File: config.mk
export PLATFORM = sky130hd
export DESIGN_NAME = multicycle_ctrl_flat
export DESIGN_NICKNAME = d
export VERILOG_FILES = /design/src/rtl/riscv_ctrl_pkg.sv /design/src/rtl/multicycle_ctrl_if.sv /design/src/rtl/ctrl_out_decode.sv /design/src/rtl/multicycle_ctrl.sv /design/src/flat_wrapper.sv
export SDC_FILE = /design/constraint.sdc
export NUM_CORES = 1
export LEC_CHECK = 0
export CAP_MARGIN = 25
export CORE_AREA = 2 2 39 41
export CTS_BUF_LIST = sky130_fd_sc_hd__clkbuf_8
export CTS_CLUSTER_DIAMETER = 100
export DETAILED_ROUTE_END_ITERATION = 7
export DIE_AREA = 0 0 41 43
export DONT_BUFFER_PORTS = 1
export HOLD_SLACK_MARGIN = 0.05
export PLACE_DENSITY = 0.59
export REMOVE_ABC_BUFFERS = 1
export SLEW_MARGIN = 40
export SYNTH_ARGS = -nofsm -noshare
export SYNTH_HDL_FRONTEND = slang
export SYNTH_SLANG_ARGS = --single-unit
File: constraint.sdc
create_clock -name clk -period 1.6 [get_ports clk]
set_clock_uncertainty 0.1 [all_clocks]
set_input_delay 0.08 -clock clk [delete_from_list [all_inputs] [get_ports clk]]
set_output_delay 0.08 -clock clk [all_outputs]
set_load 0.02 [all_outputs]
File: src/rtl/riscv_ctrl_pkg.sv
// riscv_ctrl_pkg: shared state encodings, opcodes, ALU op codes and datapath
// select codes for the multicycle RV32I control path.
package riscv_ctrl_pkg;

    typedef enum logic [3:0] {
        S_FETCH,
        S_DECODE,
        S_MEMADR,
        S_MEMREAD,
        S_MEMWRITE,
        S_MEMWB,
        S_EXECR,
        S_EXECI,
        S_ALUWB,
        S_BEQ,
        S_JAL
    } state_t;

    localparam logic [6:0] OP_LW    = 7'b0000011;
    localparam logic [6:0] OP_SW    = 7'b0100011;
    localparam logic [6:0] OP_RTYPE = 7'b0110011;
    localparam logic [6:0] OP_ITYPE = 7'b0010011;
    localparam logic [6:0] OP_BEQ   = 7'b1100011;
    localparam logic [6:0] OP_JAL   = 7'b1101111;

    localparam logic [1:0] ALU_ADD   = 2'b00;
    localparam logic [1:0] ALU_SUB   = 2'b01;
    localparam logic [1:0] ALU_FUNCT = 2'b10;

    localparam logic [1:0] RES_ALUOUT  = 2'b00;
    localparam logic [1:0] RES_MEMDATA = 2'b01;
    localparam logic [1:0] RES_ALU     = 2'b10;

    localparam logic [1:0] SRCA_PC    = 2'b00;
    localparam logic [1:0] SRCA_OLDPC = 2'b01;
    localparam logic [1:0] SRCA_RS1   = 2'b10;

    localparam logic [1:0] SRCB_RS2  = 2'b00;
    localparam logic [1:0] SRCB_IMM  = 2'b01;
    localparam logic [1:0] SRCB_FOUR = 2'b10;

    localparam logic ADR_PC     = 1'b0;
    localparam logic ADR_ALUOUT = 1'b1;

    typedef struct packed {
        logic       pc_update;
        logic       branch;
        logic       adr_src;
        logic       mem_write;
        logic       ir_write;
        logic [1:0] result_src;
        logic [1:0] alu_src_a;
        logic [1:0] alu_src_b;
        logic [1:0] alu_op;
        logic       reg_write;
    } ctrl_t;

    function automatic logic is_legal(input logic [6:0] op);
        return op inside {OP_LW, OP_SW, OP_RTYPE, OP_ITYPE, OP_BEQ, OP_JAL};
    endfunction

endpackage

File: src/rtl/multicycle_ctrl_if.sv
// multicycle_ctrl_if: controller <-> datapath bundle; master is the controller.
interface multicycle_ctrl_if;
    logic [6:0] op;
    logic       zero;
    logic       mem_ready;
    logic       pc_write;
    logic       adr_src;
    logic       mem_write;
    logic       ir_write;
    logic [1:0] result_src;
    logic [1:0] alu_src_a;
    logic [1:0] alu_src_b;
    logic [1:0] alu_op;
    logic       reg_write;
    logic       illegal;
    logic [3:0] state_o;

    modport master (
        input  op, zero, mem_ready,
        output pc_write, adr_src, mem_write, ir_write, result_src,
               alu_src_a, alu_src_b, alu_op, reg_write, illegal, state_o
    );

    modport slave (
        output op, zero, mem_ready,
        input  pc_write, adr_src, mem_write, ir_write, result_src,
               alu_src_a, alu_src_b, alu_op, reg_write, illegal, state_o
    );
endinterface

File: src/rtl/ctrl_out_decode.sv
// ctrl_out_decode: combinational Moore decode of the control state into
// datapath selects and raw (ungated) enables.
module ctrl_out_decode
    import riscv_ctrl_pkg::*;
(
    input  state_t state,
    output ctrl_t  ctrl
);

    always_comb begin
        ctrl = '0;
        case (state)
            S_FETCH: begin
                ctrl.adr_src    = ADR_PC;
                ctrl.alu_src_a  = SRCA_PC;
                ctrl.alu_src_b  = SRCB_FOUR;
                ctrl.alu_op     = ALU_ADD;
                ctrl.result_src = RES_ALU;
                ctrl.ir_write   = 1'b1;
                ctrl.pc_update  = 1'b1;
            end
            S_DECODE: begin
                ctrl.alu_src_a = SRCA_OLDPC;
                ctrl.alu_src_b = SRCB_IMM;
                ctrl.alu_op    = ALU_ADD;
            end
            S_MEMADR: begin
                ctrl.alu_src_a = SRCA_RS1;
                ctrl.alu_src_b = SRCB_IMM;
                ctrl.alu_op    = ALU_ADD;
            end
            S_MEMREAD: begin
                ctrl.adr_src    = ADR_ALUOUT;
                ctrl.result_src = RES_ALUOUT;
            end
            S_MEMWRITE: begin
                ctrl.adr_src    = ADR_ALUOUT;
                ctrl.result_src = RES_ALUOUT;
                ctrl.mem_write  = 1'b1;
            end
            S_MEMWB: begin
                ctrl.result_src = RES_MEMDATA;
                ctrl.reg_write  = 1'b1;
            end
            S_EXECR: begin
                ctrl.alu_src_a = SRCA_RS1;
                ctrl.alu_src_b = SRCB_RS2;
                ctrl.alu_op    = ALU_FUNCT;
            end
            S_EXECI: begin
                ctrl.alu_src_a = SRCA_RS1;
                ctrl.alu_src_b = SRCB_IMM;
                ctrl.alu_op    = ALU_FUNCT;
            end
            S_ALUWB: begin
                ctrl.result_src = RES_ALUOUT;
                ctrl.reg_write  = 1'b1;
            end
            S_BEQ: begin
                ctrl.alu_src_a  = SRCA_RS1;
                ctrl.alu_src_b  = SRCB_RS2;
                ctrl.alu_op     = ALU_SUB;
                ctrl.result_src = RES_ALUOUT;
                ctrl.branch     = 1'b1;
            end
            S_JAL: begin
                ctrl.alu_src_a  = SRCA_OLDPC;
                ctrl.alu_src_b  = SRCB_FOUR;
                ctrl.alu_op     = ALU_ADD;
                ctrl.result_src = RES_ALUOUT;
                ctrl.pc_update  = 1'b1;
            end
            default: ctrl = '0;
        endcase
    end

endmodule

File: src/rtl/multicycle_ctrl.sv
// multicycle_ctrl: main control FSM of the multicycle RV32I core.
// Define MULTICYCLE_PERF_CNT_EN to add cycle_cnt / instret_cnt outputs.
module multicycle_ctrl
    import riscv_ctrl_pkg::*;
#(
    parameter int CNT_W = 32
) (
    input  logic             clk,
    input  logic             reset,
`ifdef MULTICYCLE_PERF_CNT_EN
    output logic [CNT_W-1:0] cycle_cnt,
    output logic [CNT_W-1:0] instret_cnt,
`endif
    multicycle_ctrl_if.master bus
);

    if (CNT_W < 1) begin : g_bad_cnt_w
        $error("CNT_W must be at least 1");
    end

    state_t state_q, state_d;
    ctrl_t  ctrl;

    ctrl_out_decode u_dec (
        .state(state_q),
        .ctrl (ctrl)
    );

    always_ff @(posedge clk) begin
        if (reset) state_q <= S_FETCH;
        else       state_q <= state_d;
    end

    always_comb begin
        state_d = state_q;
        case (state_q)
            S_FETCH:    state_d = bus.mem_ready ? S_DECODE : S_FETCH;
            S_DECODE: begin
                case (bus.op)
                    OP_LW, OP_SW: state_d = S_MEMADR;
                    OP_RTYPE:     state_d = S_EXECR;
                    OP_ITYPE:     state_d = S_EXECI;
                    OP_BEQ:       state_d = S_BEQ;
                    OP_JAL:       state_d = S_JAL;
                    default:      state_d = S_FETCH;
                endcase
            end
            S_MEMADR:   state_d = bus.op[5] ? S_MEMWRITE : S_MEMREAD;
            S_MEMREAD:  state_d = bus.mem_ready ? S_MEMWB : S_MEMREAD;
            S_MEMWRITE: state_d = bus.mem_ready ? S_FETCH : S_MEMWRITE;
            S_EXECR, S_EXECI, S_JAL: state_d = S_ALUWB;
            default:    state_d = S_FETCH;
        endcase
    end

    // Fetch only commits its IR/PC writes once memory delivers the word.
    assign bus.pc_write   = !reset && ((ctrl.pc_update && (bus.mem_ready || state_q != S_FETCH))
                                       || (ctrl.branch && bus.zero));
    assign bus.ir_write   = !reset && ctrl.ir_write && bus.mem_ready;
    assign bus.reg_write  = !reset && ctrl.reg_write;
    assign bus.mem_write  = !reset && ctrl.mem_write;
    assign bus.illegal    = !reset && state_q == S_DECODE && !is_legal(bus.op);
    assign bus.adr_src    = ctrl.adr_src;
    assign bus.result_src = ctrl.result_src;
    assign bus.alu_src_a  = ctrl.alu_src_a;
    assign bus.alu_src_b  = ctrl.alu_src_b;
    assign bus.alu_op     = ctrl.alu_op;
    assign bus.state_o    = state_q;

`ifdef MULTICYCLE_PERF_CNT_EN
    logic retire;

    assign retire = state_d == S_FETCH &&
                    state_q inside {S_MEMWB, S_ALUWB, S_BEQ, S_MEMWRITE};

    always_ff @(posedge clk) begin
        if (reset) begin
            cycle_cnt   <= '0;
            instret_cnt <= '0;
        end else begin
            cycle_cnt   <= cycle_cnt + 1'b1;
            instret_cnt <= instret_cnt + CNT_W'(retire);
        end
    end
`endif

endmodule

File: src/flat_wrapper.sv
// flat-port wrapper written by rule: the top's interface ports become plain ports
module multicycle_ctrl_flat import riscv_ctrl_pkg::*;
#(
    parameter int CNT_W = 32
)
  (clk, reset, bus_op, bus_zero, bus_mem_ready, bus_pc_write, bus_adr_src, bus_mem_write, bus_ir_write, bus_result_src, bus_alu_src_a, bus_alu_src_b, bus_alu_op, bus_reg_write, bus_illegal, bus_state_o);
  multicycle_ctrl_if bus_i ();
  input  logic clk;
  input  logic reset;
  input wire logic [$bits(bus_i.op)-1:0] bus_op;
  input wire logic [$bits(bus_i.zero)-1:0] bus_zero;
  input wire logic [$bits(bus_i.mem_ready)-1:0] bus_mem_ready;
  output wire logic [$bits(bus_i.pc_write)-1:0] bus_pc_write;
  output wire logic [$bits(bus_i.adr_src)-1:0] bus_adr_src;
  output wire logic [$bits(bus_i.mem_write)-1:0] bus_mem_write;
  output wire logic [$bits(bus_i.ir_write)-1:0] bus_ir_write;
  output wire logic [$bits(bus_i.result_src)-1:0] bus_result_src;
  output wire logic [$bits(bus_i.alu_src_a)-1:0] bus_alu_src_a;
  output wire logic [$bits(bus_i.alu_src_b)-1:0] bus_alu_src_b;
  output wire logic [$bits(bus_i.alu_op)-1:0] bus_alu_op;
  output wire logic [$bits(bus_i.reg_write)-1:0] bus_reg_write;
  output wire logic [$bits(bus_i.illegal)-1:0] bus_illegal;
  output wire logic [$bits(bus_i.state_o)-1:0] bus_state_o;
  assign bus_i.op = bus_op;
  assign bus_i.zero = bus_zero;
  assign bus_i.mem_ready = bus_mem_ready;
  assign bus_pc_write = bus_i.pc_write;
  assign bus_adr_src = bus_i.adr_src;
  assign bus_mem_write = bus_i.mem_write;
  assign bus_ir_write = bus_i.ir_write;
  assign bus_result_src = bus_i.result_src;
  assign bus_alu_src_a = bus_i.alu_src_a;
  assign bus_alu_src_b = bus_i.alu_src_b;
  assign bus_alu_op = bus_i.alu_op;
  assign bus_reg_write = bus_i.reg_write;
  assign bus_illegal = bus_i.illegal;
  assign bus_state_o = bus_i.state_o;
  multicycle_ctrl #(.CNT_W(CNT_W)) u_core (.clk(clk), .reset(reset), .bus(bus_i));
endmodule
Word level (Yosys, flattened, before mapping)
Cells that the tools add are included.
{"block": "op_classes", "eq_ne": 16, "muxes": 14, "n_reduce_logical": 21}
{"operator": "$pmux 6 s7", "count": 1}
{"operator": "$pmux 4 s6", "count": 1}
{"operator": "$pmux 4 s5", "count": 1}
{"operator": "$eq 4x3->1 const B", "count": 4}
{"operator": "$eq 7x6->1 const B", "count": 2}
{"operator": "$eq 7x7->1 const B", "count": 2}
{"operator": "$eq 4x4->1 const B", "count": 3}
{"operator": "$logic_and 1x1->1", "count": 9}
{"operator": "$mux 3", "count": 3}
{"operator": "$eq 4x2->1 const B", "count": 2}
{"operator": "$reduce_or 2->1", "count": 4}
{"operator": "$eq 7x2->1 const B", "count": 1}
{"operator": "$eq 7x5->1 const B", "count": 1}
{"operator": "$mux 1", "count": 7}
{"operator": "$reduce_bool 6->1", "count": 1}
{"operator": "$eq 4x1->1 const B", "count": 1}
{"operator": "$logic_not 4->1", "count": 1}
{"operator": "$pmux 2 s2", "count": 1}
{"operator": "$reduce_bool 4->1", "count": 1}
{"operator": "$reduce_or 3->1", "count": 1}
{"operator": "$logic_not 1->1", "count": 2}
{"operator": "$logic_or 1x1->1", "count": 2}
{"block": "word_totals", "ff_bits": 4, "input_bits": 11, "output_inout_bits": 18, "elab_cells": 52}

Longest topological paths before layout
Gate-level depths: netlist of the first run.
{"block": "depth", "word_depth": 6, "ltp_mapped": 5, "depth_no_buf": 4}

Hierarchy
A second synthesis of the first run with hierarchy kept.
{"block": "hier_totals", "cells_unflattened": 81, "hier_area_um2": 598.1}
{"mod": "multicycle_ctrl", "instances": 1, "cells_per_inst": 51, "area_each_um2": 374.1, "seq_area_each_um2": 80.1}
{"mod": "ctrl_out_decode", "instances": 1, "cells_per_inst": 30, "area_each_um2": 224.0, "seq_area_each_um2": 0.0}

Worst setup path after synthesis of the first run
No wires, ideal clock.
{"block": "synth_path", "path_type": "register -> output", "startpoint": "register u_core.state_q[0] (netlist: u_core.bus.state_o[0])", "endpoint": "output bus_illegal", "arrival_time_ps": 1651, "required_time_ps": 1420, "setup_slack_ps": -231, "stages_incl_launch_ff": 4, "n_path_buf": 0, "path_cell_list": "dfxtp_1 > or4b_4 > nor2_1 > a21boi_0"}
{"block": "synth_between", "elab_chain_len": 3}
{"element": "start: declaration", "line_no": "multicycle_ctrl.sv:21", "text": "state_t state_q, state_d;"}
{"element": "start signal: assignment", "line_no": "multicycle_ctrl.sv:31", "text": "else state_q <= state_d;"}
{"element": "$eq 4x1->1", "line_no": "multicycle_ctrl.sv:62", "text": "assign bus.illegal = !reset && state_q == S_DECODE && !is_legal(bus.op);"}
{"element": "$logic_and 1x1->1 (2 in series)", "line_no": "multicycle_ctrl.sv:62"}
{"element": "end: declaration", "line_no": "flat_wrapper.sv:22", "text": "output wire logic [$bits(bus_i.illegal)-1:0] bus_illegal;"}
Every way passes these cells.

Final worst setup path of the first run
{"block": "layout_path", "startpoint": "register u_core.state_q[2] (netlist: u_core.bus.state_o[2])", "endpoint": "output bus_illegal"}
Same word-level chain as after synthesis.

==> metrics, run 1 <==
#FFs+latches synth=4; clock buffer depth=2; critical-path cell list=or4b_4 -> nor2_4 -> a21boi_2 -> buf_4; Fin Setup TNS=-0.169 ns; Antenna diodes=0; Worst Hold Class=in -> reg; fin crit share=106%; initial antenna violation count=0; GPL Wtd Cong=0.746; first-pass GRT wire length=2460 um; Max-cap violations=0; max-slew violations=0; f_max=588 MHz; CP top delay family=simple AND/OR/NAND/NOR gates; Top Usage Layer GRT=met2; worst-case reg-to-reg path depth=3; # clock sinks=4; final net count=116; largest net degree at the start of global routing=17; Post-Synth Adder-Cell Area=0%; Req. time, crit path=1.42 ns; DR vias=666; delay of the slowest cell on the worst path=0.58 ns; register area share after synthesis=16.2%; r2r endpoint=u_core.bus.state_o[3]$_SDFF_PP0_; Crit Path Class=reg -> out; H-tree depth=1; GRT overflow=0; setup ws final=-0.0996 ns; router iterations before antenna repair=2; met3 Track Usage GR=3.66%; Worst slew margin=78.3%; Die Height=43 um; FP Rows=14; R2R Path Start=u_core.bus.state_o[2]$_SDFF_PP0_; max FFs per register=4; Reg clk slew, reported paths=0.03 ns; CP Launch Type=flip-flop; Slew @ Worst Pin=0.325 ns; Ys Warns=0; Area growth, synth to finish=75.5%; # IOs=29; WP data arrival=1.52 ns; Netlist cell types=30; Starting Density=35.8%; status=finished with violations; Avg Cell Area, Syn=6.52 um^2; Hold Slack=0.0590 ns; Hold Crit Start=bus_mem_ready; CP max-delay cell=or4b_4; Vias/cell=5.60; Residual DRC=0; final WL=1720 um; synthesized area=495 um^2; All-Layer GR Usage=20.6%; mux cell area share after synthesis=4.29%; CTS Buf Count=3; drt wl/cell=14.4 um; Worst setup EP type=output port; Clk Tree Root Cell=clkbuf_8; Bufs and invs on worst path=1; Pwr per Cell Area=509 mW/mm^2; Worst Hold Path EP=u_core.bus.state_o[0]$_SDFF_PP0_; Mapped Cells=76; VDD IR-drop max=0.412 mV; Core Util, Final=62.8%; Min Clock Period, post-route=1.70 ns; FFs w/ async S/R, synth=0%; final hold violations=0; RSZ-0062 raised after global routing=true; Final ANT Viol Nets=0; Hold Crit Depth=3; fillcell total=137; CP max FO=3; simple-gate portion of the synthesized area=45.2%; grt met1 use=22.5%; clk_lat worst skew=0.22 ns; met2 usage=34.4%; Main synth FF type=dfxtp_1; share of cells above drive strength 1=43.7%; largest family of logic cells by synthesized area=simple AND/OR/NAND/NOR gates; die area=0.00176 mm^2; Port-buffer cells=0; Core Footprint=0.00138 mm^2; vias in the first global route=609; register-to-register setup slack=-0.03 ns; Synth Area in XOR/XNOR=5.30%; post-DP HPWL=1090 um; Pleak=0.354 nW; number of synthesized flops with an enable pin=0; Synth Area in Compound Gates=24.2%; width of the die=41 um; post-placement setup slack=0.0152 ns; Final setup violation count=3; failing checks=negative setup slack; DR iter-0 viols=4; CTS tree=built
==> metal layers <==
metal  routed length, um  up-vias
li1                    -      330
met1                 649      307
met5                   0        -
met4                  23        0
met2                 922       26
met3                 121        3
==> area by class of cell <==
class	count	area (um^2)	area share, %
multi-input combinational	66	464	53.4
timing repair buffer	28	251	28.9
sequential	4	85.1	9.78
clock buffer	3	41.3	4.75
tap	16	20.0	2.30
inverter	2	7.51	0.863
==> cell usage in the layout, fill, tap and decap left out, types with 3 or more instances in the layout <==
master / count
a21oi_1: 7
buf_2: 3
buf_4: 13
buf_6: 3
clkbuf_8: 3
dfxtp_2: 4
dlygate4sd3_1: 7
nand2_1: 5
nand2b_1: 3
nand2b_4: 3
nor2_1: 8
nor3_1: 3
o21ai_0: 5
==> metrics by stage <==
stage                     power [mW]  std cells  area, um^2
after floorplan                0.164         72         479
after CTS                      0.436        117         787
after global routing           0.460        119         870
after detailed placement       0.192        105         627
after global placement         0.190        105         627
final                          0.442        119         870
==> worst register-to-register path: stages, from the launching register on <==
cell     delay [ns]
dfxtp_2        0.31
or4b_4         0.58
or4_4          0.43
a21oi_2        0.13
==> power by group <==
part / internal [mW] / total, mW / leakage (nW) / switching, mW
Combinational: 0.0579 / 0.117 / 0.298 / 0.0593
Clock: 0.161 / 0.220 / 0.0216 / 0.0593
Sequential: 0.103 / 0.105 / 0.0343 / 0.00235
==> cells by family after synthesis <==
| group | Yosys count |
|---|---|
| buffers and inverters | 6 |
| AOI/OAI and AO/OA | 20 |
| xor gates and xnor gates | 3 |
| DFF | 4 |
| muxes | 2 |
| and+or+nand+nor | 41 |
==> how the worst max path moves through the flow <==
stage | startpoint | endpoint | cells past startpoint
after floorplan | u_core.bus.state_o[0]$_SDFF_PP0_ | bus_illegal | 3
after global routing | u_core.bus.state_o[2]$_SDFF_PP0_ | bus_illegal | 4
final | u_core.bus.state_o[2]$_SDFF_PP0_ | bus_illegal | 4
after CTS | u_core.bus.state_o[1]$_SDFF_PP0_ | bus_illegal | 4
after detailed placement | u_core.bus.state_o[3]$_SDFF_PP0_ | u_core.bus.state_o[3]$_SDFF_PP0_ | 3
after global placement | u_core.bus.state_o[3]$_SDFF_PP0_ | u_core.bus.state_o[3]$_SDFF_PP0_ | 3
==> repair_timing <==
item	in CTS	in global routing
setup buffers	0	1
hold endpoints to repair	4	0
resized for setup	13	17
cloned	2	1
hold buffers	7	0
endpoints found under the setup margin	6	9
pin swaps	1	4
==> synthesized netlist by cell type (all sizes together) (2+ instances only) <==
master	instances	share of area, %
a21oi	9	9.1
and2	2	2.5
buf	2	1.8
clkbuf	2	1.5
dfxtp	4	16
inv	2	1.5
nand2	5	3.8
nand2b	6	7.6
nand3b	2	3.0
nor2	11	8.3
nor2b	3	3.8
nor3	4	4.0
nor4	2	2.5
o21ai	5	5.0
or4	2	3.0
xor2	2	3.5
(Power assumes the default switching activity.)
==> inputs of run 2 (changes only) <==
- MAX_ROUTING_LAYER: default -> met4
==> metrics, run 2 (same netlist as run 1, synthesis figures left out) <==
CP Launch Type=flip-flop; final WL=1720 um; die area=0.00176 mm^2; Crit Path Class=reg -> out; Final Cell Area=870 um^2; switching portion of total power=27.4%; status=finished with violations; combinational power share=26.4%; Placed Area=627 um^2; FP Rows=14; Min Clock Period, post-route=1.70 ns; Final setup violation count=3; final net count=116; drt wl/cell=14.4 um; Die Height=43 um; Pleak=0.354 nW; largest net degree at the start of global routing=17; Pwr per Cell Area=509 mW/mm^2; Pint=0.322 mW; Area growth, synth to finish=75.5%; Fin Setup TNS=-0.170 ns; f_max=588 MHz; Non-Filler Instances=119; fin crit share=106%; All-Layer GR Usage=21.1%; DR iter-0 viols=5; Core Util, Final=62.8%; clk_lat worst skew=0.22 ns; CTS Buf Count=3; Antenna diodes=0; commonest cells after routing, fill and taps aside=13 x buf_4, 8 x nor2_1, 7 x a21oi_1, 7 x dlygate4sd3_1; Final ANT Viol Nets=0; Vias/cell=5.61; commonest non-fill, non-tap cell in the layout=buf_4; Reg clk slew, reported paths=0.03 ns; post-DP HPWL=1090 um; router iterations before antenna repair=4; Req. time, crit path=1.42 ns; Hold Slack=0.0586 ns; VDD IR-drop max=0.414 mV; clock buffer depth=2; Seq pwr share=23.7%; setup ws final=-0.100 ns; Worst Hold Class=in -> reg; first-pass GRT wire length=2460 um; net switching power=0.121 mW; Core Footprint=0.00138 mm^2; vias in the first global route=608; failing checks=negative setup slack; # IOs=29; DR vias=667; max-slew violations=0; post-placement setup slack=0.0152 ns; clock share of power=49.8%; Slew @ Worst Pin=0.325 ns; final hold violations=0; Worst slew margin=78.3%; Tot Pwr=0.443 mW; initial antenna violation count=0; Starting Density=35.8%; width of the die=41 um; CTS tree=built; H-tree depth=1; Residual DRC=0; GRT overflow=0; Cells after DPL=105; WP data arrival=1.52 ns; share of cells above drive strength 1=43.7%; Max-cap violations=0; GPL Wtd Cong=0.755; RSZ-0062 raised after global routing=true; Clk Tree Root Cell=clkbuf_8; max FFs per register=4; Port-buffer cells=0; Worst setup EP type=output port; # clock sinks=4; CP max FO=3
## run 2: power groups by stage
| stage | sequential, mW | clock [mW] | combinational (mW) |
|---|---|---|---|
| floorplan | 0.112 | 0 | 0.0522 |
| global placement | 0.104 | 0 | 0.0855 |
| detailed placement | 0.104 | 0 | 0.0871 |
| CTS | 0.104 | 0.222 | 0.109 |
| global route | 0.105 | 0.228 | 0.127 |
| finish | 0.105 | 0.221 | 0.117 |
## run 2: layer usage
| layer | wire [um] | share of wire, % | GRT usage, % |
|---|---|---|---|
| met2 | 924 | 54 | 34.4 |
| met5 | 0 | 0 | - |
| met3 | 118 | 6.9 | 3.66 |
| met1 | 655 | 38 | 22.5 |
| met4 | 21 | 1.2 | 12.0 |
## run 2: path summary, 6_finish.rpt
check	depth (start not counted)	start	end	slack, ns
max reg2reg	3	u_core.bus.state_o[2]$_SDFF_PP0_	u_core.bus.state_o[3]$_SDFF_PP0_	-0.03
min	3	bus_mem_ready	u_core.bus.state_o[0]$_SDFF_PP0_	0.06
min reg2reg	3	u_core.bus.state_o[2]$_SDFF_PP0_	u_core.bus.state_o[3]$_SDFF_PP0_	0.59
max	4	u_core.bus.state_o[2]$_SDFF_PP0_	bus_illegal	-0.10
## run 2: timing repair
action                     in CTS  in global routing
hold endpoints to repair        4                  0
setup endpoints to repair       6                  9
pin swaps                       1                  4
gates resized for setup        13                 17
gates cloned                    2                  1
buffers inserted                0                  1
hold buffers                    7                  0
## run 2: final cells by class
type / instances / area [um^2]
Clock buffer: 3 / 41.3
Fill cell: 137 / 514
Tap cell: 16 / 20.0
Timing Repair Buffer: 28 / 251
Inverter: 2 / 7.51
Multi-Input combinational cell: 66 / 464
Sequential cell: 4 / 85.1
## run 2: critical path: stages (launching register included)
cell and delay [ns]:
dfxtp_2 0.31, or4b_4 0.58, nor2_4 0.10, a21boi_2 0.15
buf_4 0.15
==> inputs of run 3 (changes only) <==
- ABC_AREA: default -> 1
- PLACE_DENSITY: 0.59 -> 0.58
- clock period: 1.6 -> 1.4 ns (I/O delays scaled with it)
==> metrics, run 3 <==
Worst Hold Class=in -> reg; # clock sinks=4; All-Layer GR Usage=19.0%; Vias/cell=4.80; final net count=130; FFs w/ async S/R, synth=0%; largest net degree at the start of global routing=7; synth cell count leaders=25 x nand2_1, 17 x nor2_1, 11 x inv_1, 10 x nand3_1, 6 x a21oi_1; DR vias=638; fin crit share=100%; first-pass GRT wire length=2170 um; CP Launch Type=flip-flop; FP Rows=14; CP max FO=4; register-to-register setup slack=0.10 ns; CTS tree=built; Hold Crit Start=bus_op[4]; Hold Crit Depth=5; Final ANT Viol Nets=0; failing checks=negative setup slack; Starting Density=34.4%; initial antenna violation count=0; Synth area leader=nand2_1; Worst Hold Path EP=u_core.bus.state_o[3]$_SDFF_PP0_; Ys Warns=0; Bufs and invs on worst path=3; share of cells above drive strength 1=35.0%; Critical Path Stages=6; setup ws final=-0.00687 ns; RSZ-0062 raised after global routing=true; VDD IR-drop max=0.467 mV; commonest non-fill, non-tap cell in the layout=nand2_1; f_max=711 MHz; synthesized area=477 um^2; Mapped Cells=91; Antenna diodes=0; clock buffer depth=2; Main synth FF type=dfxtp_1; Core Util, Final=55.1%; switching portion of total power=25.9%; combinational power share=22.4%; final WL=1420 um; DR iter-0 viols=10; top cell type's share of synthesized area=19.7%; router iterations before antenna repair=4; register area share after synthesis=16.8%; count leader, synth=nand2_1; CTS Buf Count=3; CP top delay family=simple AND/OR/NAND/NOR gates; Area growth, synth to finish=59.8%; delay of the slowest cell on the worst path=0.33 ns; register area=90.1 um^2; Worst slew margin=71.6%; Port-buffer cells=0; die area=0.00176 mm^2; Pint=0.341 mW; Residual DRC=0; clock share of power=51.5%; clk_lat worst skew=0.21 ns; vias in the first global route=539; Crit Path Class=reg -> out; Fin Setup TNS=-0.00687 ns; Worst setup EP type=output port; Pwr per Cell Area=603 mW/mm^2; Multi-input gate area=349 um^2; R2R Path Start=u_core.bus.state_o[3]$_SDFF_PP0_; Pleak=0.394 nW; Min Clock Period, post-route=1.41 ns; Die Height=43 um; Slew @ Worst Pin=0.423 ns; GPL Wtd Cong=0.826; Clk Tree Root Cell=clkbuf_8; drt wl/cell=10.7 um; Req. time, crit path=1.23 ns; synth top area cells=nand2_1 20%, dfxtp_1 17%, nor2_1 13%; status=finished with violations; Seq pwr share=26.1%; GRT overflow=0; max-slew violations=0; Netlist cell types=17; Max-cap violations=0; Reg clk slew, reported paths=0.03 ns; r2r endpoint=u_core.bus.state_o[0]$_SDFF_PP0_; CP max-delay cell=dfxtp_2; Core Footprint=0.00138 mm^2; post-DP HPWL=1050 um; Avg Cell Area, Syn=5.24 um^2; max FFs per register=4; #FFs+latches synth=4; fillcell total=146; width of the die=41 um; net switching power=0.119 mW; # IOs=29; H-tree depth=1; commonest cells after routing, fill and taps aside=25 x nand2_1, 19 x buf_4, 15 x nor2_1, 11 x inv_1, 10 x nand3_1; number of synthesized flops with an enable pin=0; Final setup violation count=1; Tot Pwr=0.460 mW; critical-path cell list=nor2_4 -> inv_4 -> nor2_8 -> inv_2 -> nor3_2 -> buf_4; WP data arrival=1.24 ns; Critical Path Start=u_core.bus.state_o[3]$_SDFF_PP0_; worst-case reg-to-reg path depth=7; final hold violations=0
-- run 3: cell count changes after synthesis, moves of 4 or more --
cell and delta:
nand2_1 +20, nand3_1 +10, inv_1 +9, nand2b_1 -6
nor2_1 +6, inv_2 +5, o21ai_0 -5, nor3_1 -4
-- run 3: metal layers --
metal  share of wire (%)  vias to the layer above  track usage, %
met2                  54                       27            30.6
met1                  38                      279            19.3
met4                   0                        0            8.00
met5                   0                        -               -
met3                 7.7                        0            7.85
li1                    -                      332               -
-- run 3: worst max path at each step --
stage / slack [ns] / endpoint
5_1_grt: -0.07 / bus_illegal
6_report: -0.007 / bus_illegal
3_5_place_dp: 0.11 / bus_illegal
4_1_cts: 0.002 / bus_pc_write
2_1_floorplan: -0.19 / bus_reg_write
3_3_place_gp: 0.13 / bus_pc_write
-- run 3: worst register-to-register path: stages (launching register included) --
cell     delay [ns]
dfxtp_2        0.33
nor2_4         0.17
buf_4          0.13
buf_4          0.10
nand3_1        0.10
inv_2          0.06
nor2_1         0.03
a21oi_1        0.18
-- run 3: stage by stage --
step	hold WS [ns]	cell area (um^2)	setup WS, ns	std cells
2_1_floorplan	0.0391	473	-0.185	90
3_3_place_gp	0.0433	598	0.133	120
3_5_place_dp	0.0448	598	0.108	120
4_1_cts	0.0572	732	0.00193	131
5_1_grt	0.116	762	-0.0750	133
6_report	0.0719	762	-0.00687	133
-- run 3: layout make-up --
class / count / area share [%]
timing repair buffer: 24 / 25.3
sequential: 4 / 11.8
tap: 16 / 2.63
inverter: 17 / 9.03
multi-input combinational: 69 / 45.8
clock buffer: 3 / 5.42
-- run 3: cell families after synthesis --
kind of cell	synth area share, %
simple gates	58.8
compound gates	10.2
flops	16.8
buf+inv	14.2
-- run 3: timing repair --
action                                  4_1_cts  5_1_grt
buffers inserted                              3        2
endpoints found under the setup margin        5        5
pin swaps                                     2        1
endpoints found under the hold margin         4        0
resized for setup                             8        5
hold buffers                                  5        0
gates cloned                                  0        0
-- run 3: power groups by stage --
stage / clock network (mW) / logic (mW) / registers, mW
finish: 0.237 / 0.103 / 0.120
global route: 0.250 / 0.113 / 0.120
CTS: 0.240 / 0.100 / 0.123
detailed placement: 0 / 0.0845 / 0.122
global placement: 0 / 0.0846 / 0.122
floorplan: 0 / 0.0587 / 0.124
